===== src/rtl/bus_pkg.sv =====
// Shared types and constants for the bus demultiplexer slice.
package bus_pkg;

  localparam int unsigned N_TARGETS = 8;
  localparam int unsigned SEL_W     = 3;
  localparam logic [31:0] ERR_RDATA = 32'h0;

  typedef enum logic [1:0] {
    IDLE = 2'd0,
    BUSY = 2'd1,
    RESP = 2'd2
  } bus_state_t;

  function automatic logic [N_TARGETS-1:0] sel_onehot(input logic [SEL_W-1:0] sel);
    logic [N_TARGETS-1:0] oh;
    oh      = '0;
    oh[sel] = 1'b1;
    return oh;
  endfunction

endpackage


===== src/rtl/bus_rsp_timer.sv =====
// BUSY-phase cycle counter; o_expired flags the last allowed cycle (limit 0 = never).
module bus_rsp_timer #(
  parameter int unsigned CNT_W = 8
) (
  input  logic             i_clk,
  input  logic             i_rst,
  input  logic             i_clear,
  input  logic             i_en,
  input  logic [CNT_W-1:0] i_limit,
  output logic             o_expired
);

  logic [CNT_W-1:0] r_count;

  always_ff @(posedge i_clk or posedge i_rst) begin
    if (i_rst)        r_count <= '0;
    else if (i_clear) r_count <= '0;
    else if (i_en)    r_count <= r_count + 1'b1;
  end

  assign o_expired = (i_limit != '0) && (r_count == i_limit - 1'b1);

endmodule


===== src/rtl/bus_demux.sv =====
// Routes one core request to one of eight address-decoded targets and
// returns a registered ack/rdata/err response.
module bus_demux
  import bus_pkg::*;
#(
  parameter int unsigned          SEL_MSB        = 31,
  parameter logic [N_TARGETS-1:0] TARGET_EN      = 8'hFF,
  parameter int unsigned          TIMEOUT_CYCLES = 255
) (
  input  logic                    clk,
  input  logic                    reset,
  input  logic                    ini_rd,
  input  logic                    ini_wr,
  input  logic [31:0]             ini_addr,
  input  logic [31:0]             ini_wdata,
  output logic [31:0]             ini_rdata,
  output logic                    ini_ack,
  output logic                    ini_err,
  output logic                    busy,
  output logic [N_TARGETS-1:0]    tgt_rd,
  output logic [N_TARGETS-1:0]    tgt_wr,
  output logic [31:0]             tgt_addr,
  output logic [31:0]             tgt_wdata,
  input  logic [32*N_TARGETS-1:0] tgt_rdata,
  input  logic [N_TARGETS-1:0]    tgt_ack
);

  localparam int unsigned TMR_W = (TIMEOUT_CYCLES < 2) ? 1 : $clog2(TIMEOUT_CYCLES + 1);

  bus_state_t           r_state, w_state;
  logic [SEL_W-1:0]     r_sel, w_sel;
  logic [N_TARGETS-1:0] r_tgt_rd, w_tgt_rd, r_tgt_wr, w_tgt_wr;
  logic [31:0]          r_addr, w_addr, r_wdata, w_wdata, r_rdata, w_rdata;
  logic                 r_ack, w_ack, r_err, w_err, r_busy, w_busy;

  logic [SEL_W-1:0]     w_sel_in;
  logic                 w_req_ok, w_req_err, w_expired, w_in_busy;
  logic [31:0]          w_slice;

  assign w_sel_in  = ini_addr[SEL_MSB -: SEL_W];
  assign w_req_ok  = (ini_rd ^ ini_wr) & TARGET_EN[w_sel_in];
  assign w_req_err = (ini_rd & ini_wr) | ((ini_rd ^ ini_wr) & ~TARGET_EN[w_sel_in]);
  assign w_slice   = tgt_rdata[{r_sel, 5'd0} +: 32];
  assign w_in_busy = (r_state == BUSY);

  bus_rsp_timer #(
    .CNT_W(TMR_W)
  ) u_timer (
    .i_clk    (clk),
    .i_rst    (reset),
    .i_clear  (~w_in_busy),
    .i_en     (w_in_busy),
    .i_limit  (TMR_W'(TIMEOUT_CYCLES)),
    .o_expired(w_expired)
  );

  // Next-state and next-output values; every output is registered below.
  always_comb begin
    w_state  = r_state;
    w_sel    = r_sel;
    w_tgt_rd = r_tgt_rd;
    w_tgt_wr = r_tgt_wr;
    w_addr   = r_addr;
    w_wdata  = r_wdata;
    w_rdata  = r_rdata;
    w_ack    = 1'b0;
    w_err    = 1'b0;
    unique case (r_state)
      IDLE: begin
        if (w_req_ok) begin
          w_sel    = w_sel_in;
          w_addr   = ini_addr;
          w_wdata  = ini_wdata;
          w_tgt_rd = ini_rd ? sel_onehot(w_sel_in) : '0;
          w_tgt_wr = ini_wr ? sel_onehot(w_sel_in) : '0;
          w_state  = BUSY;
        end else if (w_req_err) begin
          w_ack   = 1'b1;
          w_err   = 1'b1;
          w_rdata = ERR_RDATA;
          w_state = RESP;
        end
      end
      BUSY: begin
        // Ack is tested first so it wins over a coincident timeout.
        if (tgt_ack[r_sel]) begin
          w_tgt_rd = '0;
          w_tgt_wr = '0;
          w_ack    = 1'b1;
          w_rdata  = (|r_tgt_wr) ? ERR_RDATA : w_slice;
          w_state  = RESP;
        end else if (w_expired) begin
          w_tgt_rd = '0;
          w_tgt_wr = '0;
          w_ack    = 1'b1;
          w_err    = 1'b1;
          w_rdata  = ERR_RDATA;
          w_state  = RESP;
        end
      end
      RESP:    w_state = IDLE;
      default: w_state = IDLE;
    endcase
    w_busy = (w_state != IDLE);
  end

  always_ff @(posedge clk or posedge reset) begin
    if (reset) begin
      r_state  <= IDLE;
      r_sel    <= '0;
      r_tgt_rd <= '0;
      r_tgt_wr <= '0;
      r_addr   <= '0;
      r_wdata  <= '0;
      r_rdata  <= '0;
      r_ack    <= 1'b0;
      r_err    <= 1'b0;
      r_busy   <= 1'b0;
    end else begin
      r_state  <= w_state;
      r_sel    <= w_sel;
      r_tgt_rd <= w_tgt_rd;
      r_tgt_wr <= w_tgt_wr;
      r_addr   <= w_addr;
      r_wdata  <= w_wdata;
      r_rdata  <= w_rdata;
      r_ack    <= w_ack;
      r_err    <= w_err;
      r_busy   <= w_busy;
    end
  end

  assign tgt_rd    = r_tgt_rd;
  assign tgt_wr    = r_tgt_wr;
  assign tgt_addr  = r_addr;
  assign tgt_wdata = r_wdata;
  assign ini_rdata = r_rdata;
  assign ini_ack   = r_ack;
  assign ini_err   = r_err;
  assign busy      = r_busy;

endmodule


===== config.mk =====
export PLATFORM = sky130hd
export DESIGN_NAME = bus_demux
export DESIGN_NICKNAME = d
export VERILOG_FILES = /design/src/rtl/bus_pkg.sv /design/src/rtl/bus_rsp_timer.sv /design/src/rtl/bus_demux.sv
export SDC_FILE = /design/constraint.sdc
export NUM_CORES = 1
export LEC_CHECK = 0
export CORE_AREA = 2 2 175 177
export CTS_CLUSTER_DIAMETER = 50
export DETAILED_ROUTE_END_ITERATION = 6
export DIE_AREA = 0 0 177 179
export PLACE_DENSITY_LB_ADDON = 0.08
export SLEW_MARGIN = 20
export SYNTH_ARGS = -nofsm -noshare
export SYNTH_HDL_FRONTEND = slang
export SYNTH_SLANG_ARGS = --single-unit

===== constraint.sdc =====
create_clock -name clk -period 4.3 [get_ports clk]
set_clock_uncertainty 0.05 [all_clocks]
set_input_delay 0.645 -clock clk [delete_from_list [all_inputs] [get_ports clk]]
set_output_delay 0.645 -clock clk [all_outputs]
set_load 0.03 [all_outputs]

; Word level (Yosys, flattened, before mapping)
; Memories as Yosys holds them, arrays and structs flattened.
; Cells that the tools add are included.
[word_totals]
ramBits = 0
memories = 1
romBits = 8
latch_bits = 0
input_bits = 332
output_inout_bits = 115
elab_cells = 69
ff_bits = 128
[mem_list]
columns = memory, depth, word_bits, read_ports, rd_ports_with_merged_regs, wr, line_no
row1 = (name not given), 8, 1, 1, 0, 0, bus_demux.sv:42  ; assign w_req_err = (ini_rd & ini_wr) | ((ini_rd ^ ini_wr) & ~TARGET_EN[w_sel_in]);
[op_classes]
n_mul = 0
div = 0
eq_ne = 6
muxes = 32
bitwise_logic = 6
n_addsub = 1
order_cmp = 3
n_shift = 1
reduce_logical = 8
[op_table]
columns = cell, count
row1 = 256-bit by 9-bit indexed part select with 32-bit output, 1
row2 = 32-bit two-way mux, 5
row3 = 32-bit one-hot mux with 2 select lines, 1
row4 = 8-bit two-way mux, 7
row5 = 8-bit one-hot mux with 2 select lines, 2
row6 = "8-bit by 1-bit adder with 8-bit output, second input constant", 1
row7 = "8-bit == test, second input constant", 1
row8 = "3-bit by 4-bit < comparator with 1-bit output, second input constant", 2
row9 = 1-bit two-way mux, 8
row10 = 2-bit two-way mux, 4
row11 = 8-bit OR reduction, 1
row12 = "2-bit != test, second input constant", 3
row13 = 1-bit one-hot mux with 2 select lines, 2
row14 = 2-bit one-hot mux with 2 select lines, 1
row15 = 4-bit AND reduction, 1
row16 = 2-bit nonzero test, 2
row17 = 1-bit bitwise AND, 3
row18 = 1-bit binary-select mux with 3-bit select, 1
row19 = 1-bit demux with 3-bit select, 1
row20 = "3-bit by 1-bit >= comparator with 1-bit output, second input constant", 1
row21 = "3-bit != test, second input constant", 1
row22 = 3-bit AND reduction, 1
row23 = "2-bit by 1-bit == test with 1-bit output, second input constant", 1
row24 = 2-bit zero test, 1
row25 = 5 further kinds, 5

; Logic depth before layout (Yosys ltp)
; Gate-level depths: netlist (run 1).
[logic_depth]
word_depth = 9
mapped_depth = 7
mapped_depth_nobuf = 6

; Modules after synthesis
; A second synthesis (run 1) with hierarchy kept.
[hier_totals]
cells_unflattened = 470
area_unflattened_um2 = 6944.2
[modules_own_cells]
columns = mod, cells_each, n_inst, area_per_inst_um2, seq_area_each_um2
row1 = bus_demux, 399, 1, 6321.1, 2927.8
row2 = bus_rsp_timer, 71, 1, 623.1, 200.2

; Least setup slack after synthesis (run 1)
; Ideal clock, no wire load.
[synth_timing]
path_type = in2reg
startpoint = input ini_rd
endpoint = register r_rdata[10], in the netlist ini_rdata[10]
setup_time_ns = 0.138
arrival_ns = 2.020
path_buffers = 2
slack_ns = 2.091
path_stages = 6
required_time_ns = 4.112
path_cell_list = ha_1 or4b_1 clkbuf_1 clkbuf_1 nand3_1 o211ai_1
[synth_between]
elab_chain_len = 5
word_cells_on_any_way = 8
cone_classes = 2 x eq/ne / 5 x bitwise / 1 x reduce/logical
[synth_rtl]
columns = element, line_no
row1 = "start, declared", bus_demux.sv:12  ; input logic ini_rd,
row2 = 1-bit XOR, "bus_demux.sv:41, bus_demux.sv:42"
row3 = 1-bit bitwise AND, bus_demux.sv:42
row4 = 1-bit OR, bus_demux.sv:42
row5 = 2-bit != test (no line), --
row6 = 4-bit AND reduction (no line) *, --
row7 = "end signal, assigned", bus_demux.sv:126  ; r_rdata <= w_rdata;
row8 = "end, declared", bus_demux.sv:33  ; logic [31:0] r_addr, w_addr, r_wdata, w_wdata, r_rdata, w_rdata;
; Mark *: on every way between the ends. The rest lies on a longest branch, timed or not.
; A chain may end at the register's enable or synchronous reset.

==> impl_metrics.env, run 1 <==
export IMPL_placed_cell_area_um2=12400
export IMPL_post_cts_buffers=0
export IMPL_coreArea_um2=30000
export IMPL_drt_first_iter_violations=344
export IMPL_path_delay_family="flip-flops"
export IMPL_clkTransAtPathRegs_ps=60
export IMPL_worst_path_buf_inv=1
export IMPL_clock_latency_ps=420
export IMPL_first_pass_iters=4
export IMPL_die_h_um=179
export IMPL_worst_slew_pin_slew_ps=956
export IMPL_grt_overflow=0
export IMPL_slowest_stage="dfrtp_2"
export IMPL_grt_pass1_vias=7598
export IMPL_drive_gt1_share_pct=11.9
export IMPL_cts_sinks=125
export IMPL_start_util_pct=25.3
export IMPL_slew_headroom_pct=36.3
export IMPL_dp_hpwl_mm=24.2
export IMPL_yosysWarnings=0
export IMPL_finalCritPeriodShare_pct=68.0
export IMPL_synth_simple_area_share_pct=20.3
export IMPL_design_area_um2=13000
export IMPL_synth_top_family_by_area="multiplexers"
export IMPL_grt_pass1_wl_mm=48.0
export IMPL_wl_mm=32.4
export IMPL_synth_fp_nets=1063
export IMPL_status="finished, final reports clean"
export IMPL_io_buffers=446
export IMPL_setup_violations_final=0
export IMPL_crit_fanout=38
export IMPL_die_w_um=177
export IMPL_avgSynthCellArea_um2=10.5
export IMPL_synth_seq_area_share_pct=41.1
export IMPL_io_pins=447
export IMPL_critPathArrivalTime_ps=2230
export IMPL_period_needed_ps=2920
export IMPL_holdBufCountCts=0
export IMPL_hold_viol=0
export IMPL_cts_path_max_buffers=2
export IMPL_final_util_pct=43.3
export IMPL_max_cap_violations=0
export IMPL_synth_compound_area_share_pct=7.29
export IMPL_required_ps=3610
export IMPL_finalSetupTns_ps=0
export IMPL_worstHoldPathType="reg2reg"
export IMPL_drc=0
export IMPL_antenna_found_initial=7
export IMPL_nets=1473
export IMPL_num_rows=64
export IMPL_cts_htree_levels=4
export IMPL_synth_cell_types=40
export IMPL_crit_path_cell_trace="clkdlybuf4s50_1"
export IMPL_ys_ff_latch=125
export IMPL_clock_root_buffer="clkbuf_16"
export IMPL_num_vias=7468
export IMPL_via_per_inst=4.81
export IMPL_slew_violations=0
export IMPL_cts_made_buffers=17
export IMPL_path_class="reg2out"
export IMPL_grtUsageTotal_pct=20.2
export IMPL_crit_path_end_kind="primary output"
export IMPL_cts_tree="yes"
export IMPL_p_leak_uw=0.00527
export IMPL_ant_nets=0
export IMPL_max_freq_ghz=0.342
export IMPL_syn2layout_area_growth_pct=70.9
export IMPL_netlist_area_um2=7600
export IMPL_cts_repair_resized=0
export IMPL_critPathMaxStageDelay_ps=970
export IMPL_synthAdderAreaFrac_pct=0.658
export IMPL_grt_max_degree=92
export IMPL_avgRoutedWirePerCell_um=20.8
export IMPL_synth_xor_area_share_pct=0.576
export IMPL_gp_congestion=0.801
export IMPL_syn_inst=727
export IMPL_pwr_density_cell_nw_per_um2=706
export IMPL_rsz0062_at_grt="false"
export IMPL_rrSetupSlack_ps=1680
export IMPL_critPathLaunchType="flip-flop"
export IMPL_floorplan_die_area_um2=31700
export IMPL_synth_mux_area_share_pct=25.1
export IMPL_peakVddDrop_v=0.000373
-- routing by layer --
metal	track usage, %	part of all wire, %	vias up
li1	-	-	3525
met1	24.8	40	3649
met2	34.3	51	280
met3	6.13	7.8	14
met4	5.34	1.1	0
met5	0	0	-
-- cell type report --
class,instances,area (µm²)
Multi-Input combinational cell,532,4120
Sequential cell,125,3130
Tap cell,396,495
Fill cell,2911,17000
Inverter,2,12.5
Timing Repair Buffer,459,4600
Clock inverter,14,181
Clock buffer,18,439
Antenna cell,7,17.5
-- worst paths after layout --
check                         startpoint            end  cells after the start
hold reg to reg            tgt_wdata[15]  tgt_wdata[15]                      2
setup / recovery                r_sel[2]   tgt_addr[31]                      1
max in group asynchronous          reset       r_sel[0]                      2
hold / removal             tgt_wdata[15]  tgt_wdata[15]                      2
setup reg to reg                r_sel[2]      tgt_rd[7]                      4
min in group asynchronous          reset    tgt_addr[0]                      2
-- sequential cells by signal (all words and copies together) (netlist names) --
signal           count
ini_rdata           32
tgt_wdata           32
tgt_addr            29
tgt_rd               8
tgt_wr               8
u_timer.r_count      8
r_sel                3
r_state              2
busy                 1
ini_ack              1
ini_err              1
-- cell usage in the layout (no fill, tap or decap), types with 3 or more instances in the layout --
master | Yosys | layout
xor2_1 | 4 | 4
inv_6 | 0 | 6
mux2_2 | 33 | 33
clkbuf_16 | 0 | 17
bufinv_16 | 0 | 3
o21ai_0 | 10 | 10
ha_1 | 4 | 4
nor2b_1 | 4 | 4
buf_4 | 0 | 10
a32oi_1 | 16 | 16
buf_12 | 5 | 3
clkdlybuf4s50_1 | 0 | 446
and3_1 | 5 | 5
o21ai_1 | 8 | 8
nand4_1 | 33 | 33
mux4_2 | 46 | 46
nor2_1 | 11 | 10
clkinvlp_4 | 0 | 4
nand2_1 | 212 | 212
nand3_1 | 68 | 68
o211ai_1 | 33 | 33
mux4_1 | 18 | 18
diode_2 | 0 | 7
dfrtp_1 | 125 | 122
-- kinds of logic after synthesis --
group	after synthesis
AO/OA/AOI/OAI	76
adder cells (fa/ha/maj)	4
XOR/XNOR	5
multiplexers	100
buffers and inverters	70
flip-flops	125
AND/OR/NAND/NOR	347
-- power breakdown --
group / switching, µW / total [µW] / internal (µW) / leakage (µW)
clock network: 577 / 1510 / 938 / 0.000291
registers: 586 / 2330 / 1740 / 0.00157
logic: 2910 / 5340 / 2430 / 0.00341
total: 4070 / 9180 / 5100 / 0.00527
-- cell usage after synthesis --
cell type  number  share of area (%)
a311oi_1        1               0.12
o21ai_0        10               0.66
buf_6           2               0.30
a32oi_1        16                1.8
or4b_1          1               0.13
ha_1            4               0.66
and2_1          2               0.16
nand4_1        33                2.7
nand2_1       212                 10
and4_1          1               0.12
dfrtp_1       125                 41
nor4_1          2               0.16
xnor2_1         1               0.12
mux2_2         33                4.9
buf_2          13               0.86
xor2_1          4               0.46
buf_1           8               0.39
or3_1           1              0.082
nor3b_1         3               0.30
a2bb2o_2        2               0.30
mux4_2         46                 14
a22oi_1         1              0.099
and3_1          5               0.41
inv_1           2              0.099
a21oi_1         2               0.13
o211ai_1       33                3.3
or3b_1          1               0.12
mux4_1         18                6.2
nand3_1        68                4.5
clkbuf_1       40                2.0
a21bo_1         1               0.13
mux2_1          1               0.15
buf_12          5                1.3
o21ai_1         8               0.53
o21ai_2         1               0.12
nor2b_1         4               0.33
nor2_1         11               0.54
o22a_1          1               0.12
mux2i_1         2               0.26
nand2b_1        3               0.25
-- tightest hold or removal path, cell delays in order, from the launching register on --
cell	delay, ps
dfrtp_1	340
nand2_1	50
nand2_1	50
-- stage by stage --
| stage | hold slack (ps) | worst slack, ps | std cells | power (µW) |
|---|---|---|---|---|
| final | 420 | 1380 | 1553 | 9180 |
| after global routing | 445 | 1220 | 1551 | 9800 |
| after CTS | 426 | 1240 | 1546 | 9340 |
| after detailed placement | 411 | 1370 | 1514 | 7760 |
| after global placement | 407 | 1440 | 1514 | 7750 |
| after floorplan | 425 | 277 | 727 | 5610 |
No activity file was read; power rests on OpenSTA's default activity.
==> inputs of run 2 (changes only) <==
- clock period: 4.3 -> 2.98 ns (I/O delays scaled with it)
==> run 2 against run 1 <==
Effect of this change:
- wire length increased by 1.8%
- first-iteration DRC count increased by 27%
- critical path depth up 1
- via count is 1.3% higher
- count of clock-buffer cells in the layout did not move
- sequential share of layout area decreased by 0.16 points
==> impl_metrics.env, run 2 (same netlist as run 1, synthesis figures left out) <==
export IMPL_status="finished, final reports clean"
export IMPL_layout_commonest_cell="clkdlybuf4s50_1"
export IMPL_io_pins=447
export IMPL_max_cap_violations=0
export IMPL_cts_repair_resized=0
export IMPL_ant_nets=0
export IMPL_p_leak_uw=0.00532
export IMPL_critPathArrivalTime_ps=1990
export IMPL_floorplan_die_area_um2=31700
export IMPL_grt_overflow=0
export IMPL_seq_power_share_pct=23.8
export IMPL_worst_slew_pin_slew_ps=593
export IMPL_drc=0
export IMPL_nets=1483
export IMPL_die_h_um=179
export IMPL_finalSetupTns_ps=0
export IMPL_rsz0062_at_grt="false"
export IMPL_io_buffers=446
export IMPL_final_cells=1560
export IMPL_design_area_um2=13100
export IMPL_crit_path_end_kind="primary output"
export IMPL_period_needed_ps=2490
export IMPL_critPathLaunchType="flip-flop"
export IMPL_gp_congestion=0.818
export IMPL_cts_tree="yes"
export IMPL_setup_violations_final=0
export IMPL_path_delay_family="buffers and inverters"
export IMPL_crit_path_cell_trace="buf_12 -> clkdlybuf4s50_1"
export IMPL_dp_cells=1524
export IMPL_power_frac_clock_pct=16.0
export IMPL_num_vias=7568
export IMPL_dp_hpwl_mm=25.1
export IMPL_cts_sinks=125
export IMPL_clkTransAtPathRegs_ps=60
export IMPL_placed_cell_area_um2=12500
export IMPL_num_rows=64
export IMPL_rrSetupSlack_ps=730
export IMPL_cts_path_max_buffers=2
export IMPL_p_sw_share_pct=44.7
export IMPL_slew_headroom_pct=60.5
export IMPL_start_util_pct=25.3
export IMPL_grt_pass1_vias=7654
export IMPL_avgRoutedWirePerCell_um=21.1
export IMPL_die_w_um=177
export IMPL_grt_pass1_wl_mm=48.5
export IMPL_peakVddDrop_v=0.000507
export IMPL_hold_viol=0
export IMPL_required_ps=2480
export IMPL_pwr_density_cell_nw_per_um2=1020
export IMPL_r2r_end="ini_rdata[24]"
export IMPL_first_pass_iters=7
export IMPL_path_class="reg2out"
export IMPL_grt_max_degree=70
export IMPL_clock_root_buffer="clkbuf_16"
export IMPL_post_cts_buffers=0
export IMPL_wl_mm=33.0
export IMPL_cts_htree_levels=4
export IMPL_timing_hold_ws_ps=382
export IMPL_p_comb_share_pct=60.2
export IMPL_clock_latency_ps=410
export IMPL_antenna_found_initial=5
export IMPL_holdBufCountCts=0
export IMPL_via_per_inst=4.85
export IMPL_slowest_stage="clkdlybuf4s50_1"
export IMPL_worst_path_buf_inv=2
export IMPL_p_int_uw=7380
export IMPL_cts_made_buffers=17
export IMPL_finalCritPeriodShare_pct=83.6
export IMPL_drt_first_iter_violations=437
export IMPL_critPathMaxStageDelay_ps=700
export IMPL_coreArea_um2=30000
export IMPL_slew_violations=0
export IMPL_max_freq_ghz=0.401
export IMPL_grtUsageTotal_pct=20.4
export IMPL_worstRegToRegCells=5
export IMPL_drive_gt1_share_pct=12.7
export IMPL_syn2layout_area_growth_pct=72.1
export IMPL_p_switching_uw=5970
export IMPL_reg2reg_from="r_sel[1]"
export IMPL_crit_fanout=23
export IMPL_final_cell_mix="clkdlybuf4s50_1, nand2_1, dfrtp_1, nand3_1, mux4_2"
export IMPL_worstHoldPathType="in2async"
[run 2: cell count changes in the layout (fill, tap and decap cells not counted), sizes merged]
cell,change
buf,+10
bufinv,-1
diode,-3
inv,+1
[run 2: how the worst max path moves through the flow]
stage / startpoint / end / slack (ps) / cells after the start
after global routing: r_sel[0] / tgt_addr[29] / 400 / 2
after CTS: r_sel[0] / tgt_addr[29] / 450 / 2
after floorplan: r_sel[0] / ini_rdata[20] / 890 / 6
final: r_sel[0] / tgt_addr[29] / 490 / 2
after global placement: ini_rd / ini_rdata[20] / 440 / 6
after detailed placement: ini_rd / ini_rdata[18] / 410 / 6
[run 2: cell type report]
class,instances,area (µm²)
Fill cell,2936,16900
Timing Repair Buffer,469,4720
Multi-Input combinational cell,532,4120
Sequential cell,125,3130
Tap cell,396,495
Clock buffer,18,439
Clock inverter,14,154
Inverter,2,11.3
Antenna cell,4,10.0
[run 2: worst reg2reg max path, delay by kind of cell (launching register included)]
family          cells  cell delay (ps)
flops               1              750
mux                 2              690
buf+inv             1              430
simple gates        1              110
compound gates      1               90
[run 2: per-layer routing]
| layer | share of wire [%] | global-route usage (%) | routed length [µm] | vias to the layer above |
|---|---|---|---|---|
| li1 | - | - | - | 3536 |
| met1 | 41 | 25.5 | 13500 | 3721 |
| met2 | 49 | 33.8 | 16100 | 285 |
| met3 | 8.6 | 7.10 | 2850 | 22 |
| met4 | 1.2 | 4.79 | 397 | 4 |
| met5 | 0.079 | 0 | 26 | - |
[run 2: power groups by stage]
stage          Combinational [µW]  Sequential, µW  Clock (µW)
3_5_place_dp                 8130            3200           0
6_report                     8040            3180        2140
5_1_grt                      8650            3320        2290
2_1_floorplan                3590            4520           0
4_1_cts                      8160            3190        2200
3_3_place_gp                 8110            3190           0
[run 2: stage by stage]
stage / total power [µW] / util [%] / setup slack [ps]
floorplan: 8100 / - / 886
global placement: 11300 / 41.6 / 445
detailed placement: 11300 / 41.6 / 408
CTS: 13500 / 43.5 / 449
global route: 14300 / 43.6 / 400
finish: 13400 / 43.6 / 489
==> inputs of run 3 (changes only) <==
- clock period: 2.98 -> 2.4 ns (I/O delays scaled with it)
==> run 3 against run 2 <==
Effect of this change:
- sequential share of layout area fell by 0.32 points
- count of clock-buffer cells in the layout stayed put
- hold slack got worse by 240 ps
- die area unchanged
- clock power rose by 17%
==> impl_metrics.env, run 3 (same netlist as run 1, synthesis figures left out) <==
export IMPL_floorplan_die_area_um2=31700
export IMPL_clock_root_buffer="clkbuf_16"
export IMPL_grt_pass1_vias=7668
export IMPL_max_freq_ghz=0.434
export IMPL_cts_repair_resized=0
export IMPL_rsz0062_at_grt="false"
export IMPL_slew_headroom_pct=54.8
export IMPL_finalCritPeriodShare_pct=95.9
export IMPL_final_cell_mix="clkdlybuf4s50_1, nand2_1, dfrtp_1, nand3_1, mux4_2"
export IMPL_coreArea_um2=30000
export IMPL_hold_viol=0
export IMPL_slew_violations=0
export IMPL_num_rows=64
export IMPL_required_ps=1990
export IMPL_clkTransAtPathRegs_ps=70
export IMPL_gp_congestion=0.803
export IMPL_antenna_found_initial=5
export IMPL_num_vias=7699
export IMPL_first_pass_iters=5
export IMPL_placed_cell_area_um2=12700
export IMPL_grt_overflow=0
export IMPL_nets=1501
export IMPL_io_pins=447
export IMPL_critPathLaunchType="flip-flop"
export IMPL_path_class="reg2out"
export IMPL_max_cap_violations=0
export IMPL_dp_hpwl_mm=25.3
export IMPL_worst_slew_pin_slew_ps=679
export IMPL_final_util_pct=44.2
export IMPL_cts_sinks=125
export IMPL_worstHoldPathType="in2async"
export IMPL_p_leak_uw=0.00543
export IMPL_period_needed_ps=2300
export IMPL_via_per_inst=4.88
export IMPL_cts_tree="yes"
export IMPL_crit_path_cell_trace="buf_4 -> clkdlybuf4s50_1"
export IMPL_dp_cells=1540
export IMPL_die_w_um=177
export IMPL_setup_violations_final=0
export IMPL_ant_nets=0
export IMPL_finalSetupTns_ps=0
export IMPL_cts_htree_levels=4
export IMPL_syn2layout_area_growth_pct=74.5
export IMPL_rrSetupSlack_ps=230
export IMPL_clock_latency_ps=420
export IMPL_crit_fanout=9
export IMPL_layout_commonest_cell="clkdlybuf4s50_1"
export IMPL_start_util_pct=25.3
export IMPL_grt_pass1_wl_mm=48.3
export IMPL_drt_first_iter_violations=361
export IMPL_cts_path_max_buffers=2
export IMPL_status="finished, final reports clean"
export IMPL_fillers=2915
export IMPL_design_area_um2=13300
export IMPL_final_cells=1577
export IMPL_slowest_stage="clkdlybuf4s50_1"
export IMPL_drive_gt1_share_pct=13.9
export IMPL_register_area_um2=3130
export IMPL_drc=0
export IMPL_critPathMaxStageDelay_ps=690
export IMPL_pwr_density_cell_nw_per_um2=1260
export IMPL_die_h_um=179
export IMPL_avgRoutedWirePerCell_um=20.9
export IMPL_io_buffers=446
export IMPL_cts_made_buffers=17
export IMPL_multi_input_area_um2=4120
export IMPL_grtUsageTotal_pct=20.3
export IMPL_wl_mm=33.0
export IMPL_grt_max_degree=77
export IMPL_critPathArrivalTime_ps=1890
export IMPL_crit_path_end_kind="primary output"
export IMPL_peakVddDrop_v=0.000579
==> run 3: cell types whose count changed in the layout (fill, tap and decap cells not counted), sizes merged <==
cell    before  now
bufinv       2    1
diode        4    3
buf         23   41
clkinv       2    4
inv          8    7
==> run 3: metal layers <==
| layer | GRT usage (%) | up-vias | routed length, µm |
|---|---|---|---|
| met1 | 25.2 | 3774 | 13600 |
| met5 | 0 | - | 21 |
| met4 | 4.89 | 4 | 399 |
| met3 | 7.00 | 27 | 2950 |
| li1 | - | 3583 | - |
| met2 | 33.9 | 311 | 16000 |
==> run 3: layout make-up <==
class	count	area share [%]
repair buffers	487	37.2
multi-input cells	532	31.0
flip-flops and latches	125	23.6
clock buffers	18	3.24
clock inverters	14	1.02
inverters	2	0.0849
diodes	3	0.0566
well taps	396	3.74
==> run 3: timing repair <==
item / in CTS / in global routing
endpoints found under the hold margin: 0 / 0
hold buffers: 0 / 0
setup endpoints to repair: 1 / 0
setup buffers: 2 / 0
==> run 3: critical path: cells and delay by family, from the launching register on <==
kind,cells,cell delay (ps)
buffers and inverters,2,910
DFF,1,560
==> run 3: through the flow <==
stage | power, µW | setup slack (ps) | hold slack, ps
floorplan | 10100 | 306 | 415
detailed placement | 14400 | -58.6 | 411
global placement | 14300 | -25.1 | 408
CTS | 17000 | 67.8 | 125
global route | 17800 | 37.6 | 141
finish | 16800 | 98.3 | 144
==> run 3: final timing paths <==
| path | startpoint | to | depth (start not counted) |
|---|---|---|---|
| worst max-delay path | r_sel[1] | tgt_addr[30] | 2 |
| worst min register to register | tgt_wdata[3] | tgt_wdata[3] | 2 |
| worst min-delay path | reset | tgt_wdata[1] | 2 |
| min in group clk | ini_addr[20] | tgt_addr[20] | 3 |
| worst max register to register | r_sel[0] | ini_rdata[29] | 6 |
| max in group asynchronous | reset | ini_rdata[22] | 3 |
==> run 3: report_power, final <==
group,total (µW),internal (µW),switching [µW]
logic,10400,4720,5670
clock network,2500,1450,1050
registers,3880,3120,753
total,16800,9290,7480
